<file path="config.mk">
export PLATFORM = sky130hd
export DESIGN_NAME = ycell_fsm
export DESIGN_NICKNAME = d
export VERILOG_FILES = /design/src/rtl/ycell_pkg.sv /design/src/rtl/yc_rail_latch.sv /design/src/rtl/ycell_fsm.sv
export SDC_FILE = /design/constraint.sdc
export NUM_CORES = 1
export LEC_CHECK = 0
export CAP_MARGIN = 0
export CORE_AREA = 10 10 47 49
export DETAILED_ROUTE_END_ITERATION = 6
export DIE_AREA = 0 0 57 59
export HOLD_SLACK_MARGIN = 0.06
export PLACE_DENSITY = 0.44
export SLEW_MARGIN = 20
export SYNTH_ARGS = -nofsm -noshare
export SYNTH_HDL_FRONTEND = slang
export SYNTH_SLANG_ARGS = --single-unit
export TNS_END_PERCENT = 30
</file>
<file path="constraint.sdc">
create_clock -name clk -period 1.6 [get_ports clk]
set_clock_uncertainty 0.15 [all_clocks]
set_input_delay 0.32 -clock clk [delete_from_list [all_inputs] [get_ports clk]]
set_output_delay 0.32 -clock clk [all_outputs]
set_load 0.01 [all_outputs]
</file>
<file path="src/rtl/ycell_pkg.sv">
// Shared dual-rail token encoding and helpers for the Y-cell matching element.
package ycell_pkg;

  localparam logic [1:0] V_EMPTY = 2'b00;
  localparam logic [1:0] V_ZERO  = 2'b01;
  localparam logic [1:0] V_ONE   = 2'b10;

  // A token carries data only when exactly one rail is high; 2'b11 never counts.
  function automatic logic is_valid(input logic [1:0] token);
    return (token == V_ZERO) || (token == V_ONE);
  endfunction

  // Dual-rail AND: empty unless both operands hold a legal value.
  function automatic logic [1:0] dr_and(input logic [1:0] a, input logic [1:0] b);
    logic [1:0] r;
    if (!is_valid(a) || !is_valid(b)) begin
      r = V_EMPTY;
    end else if ((a == V_ONE) && (b == V_ONE)) begin
      r = V_ONE;
    end else begin
      r = V_ZERO;
    end
    return r;
  endfunction

endpackage

</file>
<file path="src/rtl/yc_rail_latch.sv">
// Two-bit dual-rail token latch: captures a legal token only while empty,
// holds it until a synchronous clear, and resets asynchronously to empty.
module yc_rail_latch
  import ycell_pkg::*;
(
  input  logic       clk,
  input  logic       reset,
  input  logic       clr,
  input  logic [1:0] d,
  output logic [1:0] q
);

  // Capture-when-empty register; clear wins over capture.
  always_ff @(posedge clk or negedge reset) begin
    if (!reset) begin
      q <= V_EMPTY;
    end else if (clr) begin
      q <= V_EMPTY;
    end else if ((q == V_EMPTY) && is_valid(d)) begin
      q <= d;
    end
  end

endmodule

</file>
<file path="src/rtl/ycell_fsm.sv">
// Morphle Logic Y-cell matching element: latches the data and match tokens,
// emits their dual-rail AND, and empties once both inputs return to empty.
module ycell_fsm
  import ycell_pkg::*;
(
  input  logic       clk,
  input  logic       reset,
  input  logic [1:0] in,
  input  logic [1:0] match,
  output logic [1:0] out
);

  logic       clear;
  logic [1:0] lin;
  logic [1:0] lmatch;

  // Return-to-zero: the cell empties only when both inputs are empty together.
  always_comb begin
    clear = (in == V_EMPTY) && (match == V_EMPTY);
  end

  yc_rail_latch u_lin (
    .clk   (clk),
    .reset (reset),
    .clr   (clear),
    .d     (in),
    .q     (lin)
  );

  yc_rail_latch u_lmatch (
    .clk   (clk),
    .reset (reset),
    .clr   (clear),
    .d     (match),
    .q     (lmatch)
  );

  // Output depends on the latched tokens only, so input glitches never reach out.
  always_comb begin
    out = dr_and(lin, lmatch);
  end

endmodule

</file>
==> out/summary.md <==
For the number of filler instances in the final layout, the log shows 149. CTS saw 4 sinks. Before antenna repair, the detailed router went through 3 iterations.

Logic depth of the worst register-to-register path: 4. The run finished, with violations left. The logs give 0.00336 mm² for the die area and 258 for the via count of the routed design. For this run, the total global-route usage over all layers was measured as 4.07%. The checks that failed: setup timing.

Registers are responsible for 22.3% of the overall power. Pin placement for this block handled 8 I/O pins. Once detail routing completed, the nets flagged for antenna violations numbered 0.

The HPWL reported at the end of detailed placement is 501 µm, and the post-synthesis instance total is 35. For this design the ratio of total power to cell area is 1580 mW/mm². The transition time at the pin with the least slew margin was 183 ps. The post-route netlist has 34.7% of its cells at a drive strength greater than 1.

The via count of the first global-routing pass is 264, and the delay of the slowest cell on the worst path is 350 ps. Port buffering added 7 buffers. The synthesized netlist contains 9 unique library cells. The clock reaches the later pin of the worst-skew pair after 230 ps.

Across the run, the number of max-cap violations was 0. The wire length of the first global-routing pass was 1.03 mm. The iteration-0 DRC count of the detailed router was 1; the chip height was 59 µm. Combinational logic is responsible for 61.9% of the overall power. The final worst slack was -42.4 ps.

Dividing the detail-routed wire length by the instance count gives 9.32 µm. The worst hold path belongs to the class in2async. For the worst setup path, the data required time is 1130 ps.

When the netlist entered floorplanning its net count stood at 47. After clock tree synthesis, the clock-pin slew on the worst setup and hold paths is 30 ps. For the number of clock buffers inserted by TritonCTS, the log shows 3. The tools report the maximum level of the CTS H-tree as 1.

The startpoint identified for the worst register-to-register timing path is u_lin.q[0]$_DFFE_PN0P_. The clock network burns 15.9% of the power. The worst slew margin relative to its limit was 87.8%. The post-route DRC violation count was 0.

TritonCTS built the clock tree. The logs give 0 for the number of antenna violations at the first check in global routing and 2 for the maximum clock path buffer count. The worst setup path is captured at an output port.

The die is 57 µm wide. The routed design has 606 µm of wire. Across the VDD grid, the largest voltage drop is 0.000758 V. Using the TritonRoute via totals, the vias-per-cell ratio works out to 3.97.

The number of pins exceeding their max-slew limit in the final report came out at 0. The signed area change from the synthesized netlist to the final layout came out at 56.5%. The category of the most critical setup path is reg2out.

For this run, the number of standard cells in the final layout without fillers is 65. The highest fanout seen on the critical path is 2. 0 antenna diodes ended up in the layout. At the worst endpoint, the arrival time is 1170 ps. The tools report the pin count of the biggest net entering global routing as 5. The total area inside the core boundary comes to 0.00140 mm².

Time the worst path needs with I/O delays and setup: 1640 ps. For the total leakage power, the log shows 0.240 nW. In this run the register-to-register setup slack is 460 ps.

Net switching is 35.7% of the power. For this configuration, the core starts out at a cell density of 22.0%. The slowest cell on the critical path is dfrtp_1. The internal portion of the total power is 488 µW.

The number of core rows is 14. The synthesized netlist occupies a cell area of 308 µm². Buffer type at the clock tree root: clkbuf_4. Summed over all layers, the global routing overflow is 0. Of the available clock period, the critical path in the final layout requires 103%. The fmax came out at 0.609 GHz.

The tools report the instance count after placement with tap cells included as 60. Setup violations remaining at the end of the flow were counted as 2. The area of all placed cells without fillers was 482 µm²; the weighted congestion at the end of routability-driven global placement was 0.635. On the final layout, the worst hold slack is 142 ps.

The worst register-to-register path ends at u_lin.q[1]$_DFFE_PN0P_. For the placement-stage cell area, the log shows 413 µm². Walking the worst path, the cells encountered are inv_2 > ha_4 > nand2_4 > a21oi_2 > buf_2.

Sequential elements use 32.5% of the synthesized area. The Yosys step of the flow raised 0 warnings. The power dissipated by switching net loads is 271 µW.

STA classifies the critical path startpoint as a register. The average footprint of a synthesized cell works out to 8.79 µm². The net total in the final layout is 63.

Setup repair after global routing could not meet its margin everywhere. The count of final hold-check violations was 0. Synthesized flop and latch total: 4.
synth_stat cells, drive strengths merged:
library cell	instances	area share, %
a21bo	4	13
nand3	4	6.5
and2	1	2.0
nand2	2	2.4
ha	6	24
a21oi	5	8.1
nor2	1	1.2
inv	8	9.8
dfrtp	4	33
registers in the layout, summed over array words and instances (netlist names):
| name | flops |
|---|---|
| u_lin.q | 2 |
| u_lmatch.q | 2 |
worst max-delay path by stage:
stage | to | start
CTS | out[0] | u_lin.q[1]$_DFFE_PN0P_
floorplan | out[0] | u_lin.q[1]$_DFFE_PN0P_
detailed placement | out[0] | u_lin.q[0]$_DFFE_PN0P_
global route | out[0] | u_lmatch.q[0]$_DFFE_PN0P_
finish | out[0] | u_lin.q[0]$_DFFE_PN0P_
global placement | out[0] | u_lin.q[1]$_DFFE_PN0P_
through the flow:
step                      utilization [%]  TNS, ps  total power, mW  setup slack (ps)
final                                34.4    -70.5            0.759             -42.4
after CTS                            30.9     -156            0.620              -107
after global placement               29.5    -1150            0.498              -264
after detailed placement             29.5    -1120            0.493              -268
after global routing                 34.4     -253            0.846              -127
after floorplan                         -        0            0.388               237
layer usage:
| layer | GRT usage [%] | up-vias | routed length, µm |
|---|---|---|---|
| met3 | 1.50 | 2 | 30 |
| met1 | 4.78 | 106 | 318 |
| li1 | - | 145 | - |
| met4 | 6.04 | 0 | 9 |
| met2 | 4.50 | 5 | 247 |
| met5 | 0 | - | 0 |
final cells by class:
cell class,instances,area (µm²),share of cell area (%)
multi-input cells,23,219,45.5
repair buffers,11,90.1,18.7
inverters,8,30.0,6.23
clock buffers,3,22.5,4.68
well taps,16,20.0,4.16
flip-flops and latches,4,100,20.8
cell usage in the layout, fill, tap and decap left out:
| cell type | instances |
|---|---|
| clkdlybuf4s50_1 | 5 |
| and2_1 | 1 |
| nand2_1 | 1 |
| ha_4 | 2 |
| inv_1 | 6 |
| nand3_1 | 4 |
| buf_2 | 2 |
| a21oi_1 | 4 |
| a21bo_1 | 4 |
| nand2_4 | 1 |
| dfrtp_1 | 4 |
| clkbuf_4 | 3 |
| inv_2 | 2 |
| buf_4 | 4 |
| ha_2 | 2 |
| nor2_1 | 1 |
| a21oi_2 | 1 |
| ha_1 | 2 |
power groups by stage:
stage	combinational, mW	clock (mW)	sequential (mW)
2_1_floorplan	0.221	0	0.167
3_3_place_gp	0.325	0	0.173
3_5_place_dp	0.320	0	0.173
4_1_cts	0.321	0.128	0.171
5_1_grt	0.535	0.135	0.176
6_report	0.470	0.120	0.169
critical path, delay by kind of cell (launching register included):
kind | cells | cell delay (ps)
buffers and inverters | 2 | 200
adder cells (fa/ha/maj) | 1 | 260
AND/OR/NAND/NOR | 1 | 40
flip-flops | 1 | 350
AO/OA/AOI/OAI | 1 | 90
cell families after synthesis:
group,Yosys count,share of synthesized area [%]
adders and majority gates,6,24.4
DFF,4,32.5
and+or+nand+nor,8,12.2
buffers and inverters,8,9.76
AOI/OAI and AO/OA,9,21.1
what timing repair did:
item / 4_1_cts / 5_1_grt
resized for setup: 9 / 8
pin swaps: 2 / 0
endpoints found under the setup margin: 2 / 2
gates cloned: 0 / 0
hold buffers: 0 / 0
buffers inserted: 1 / 1
Power figures use the tool's default switching activity.
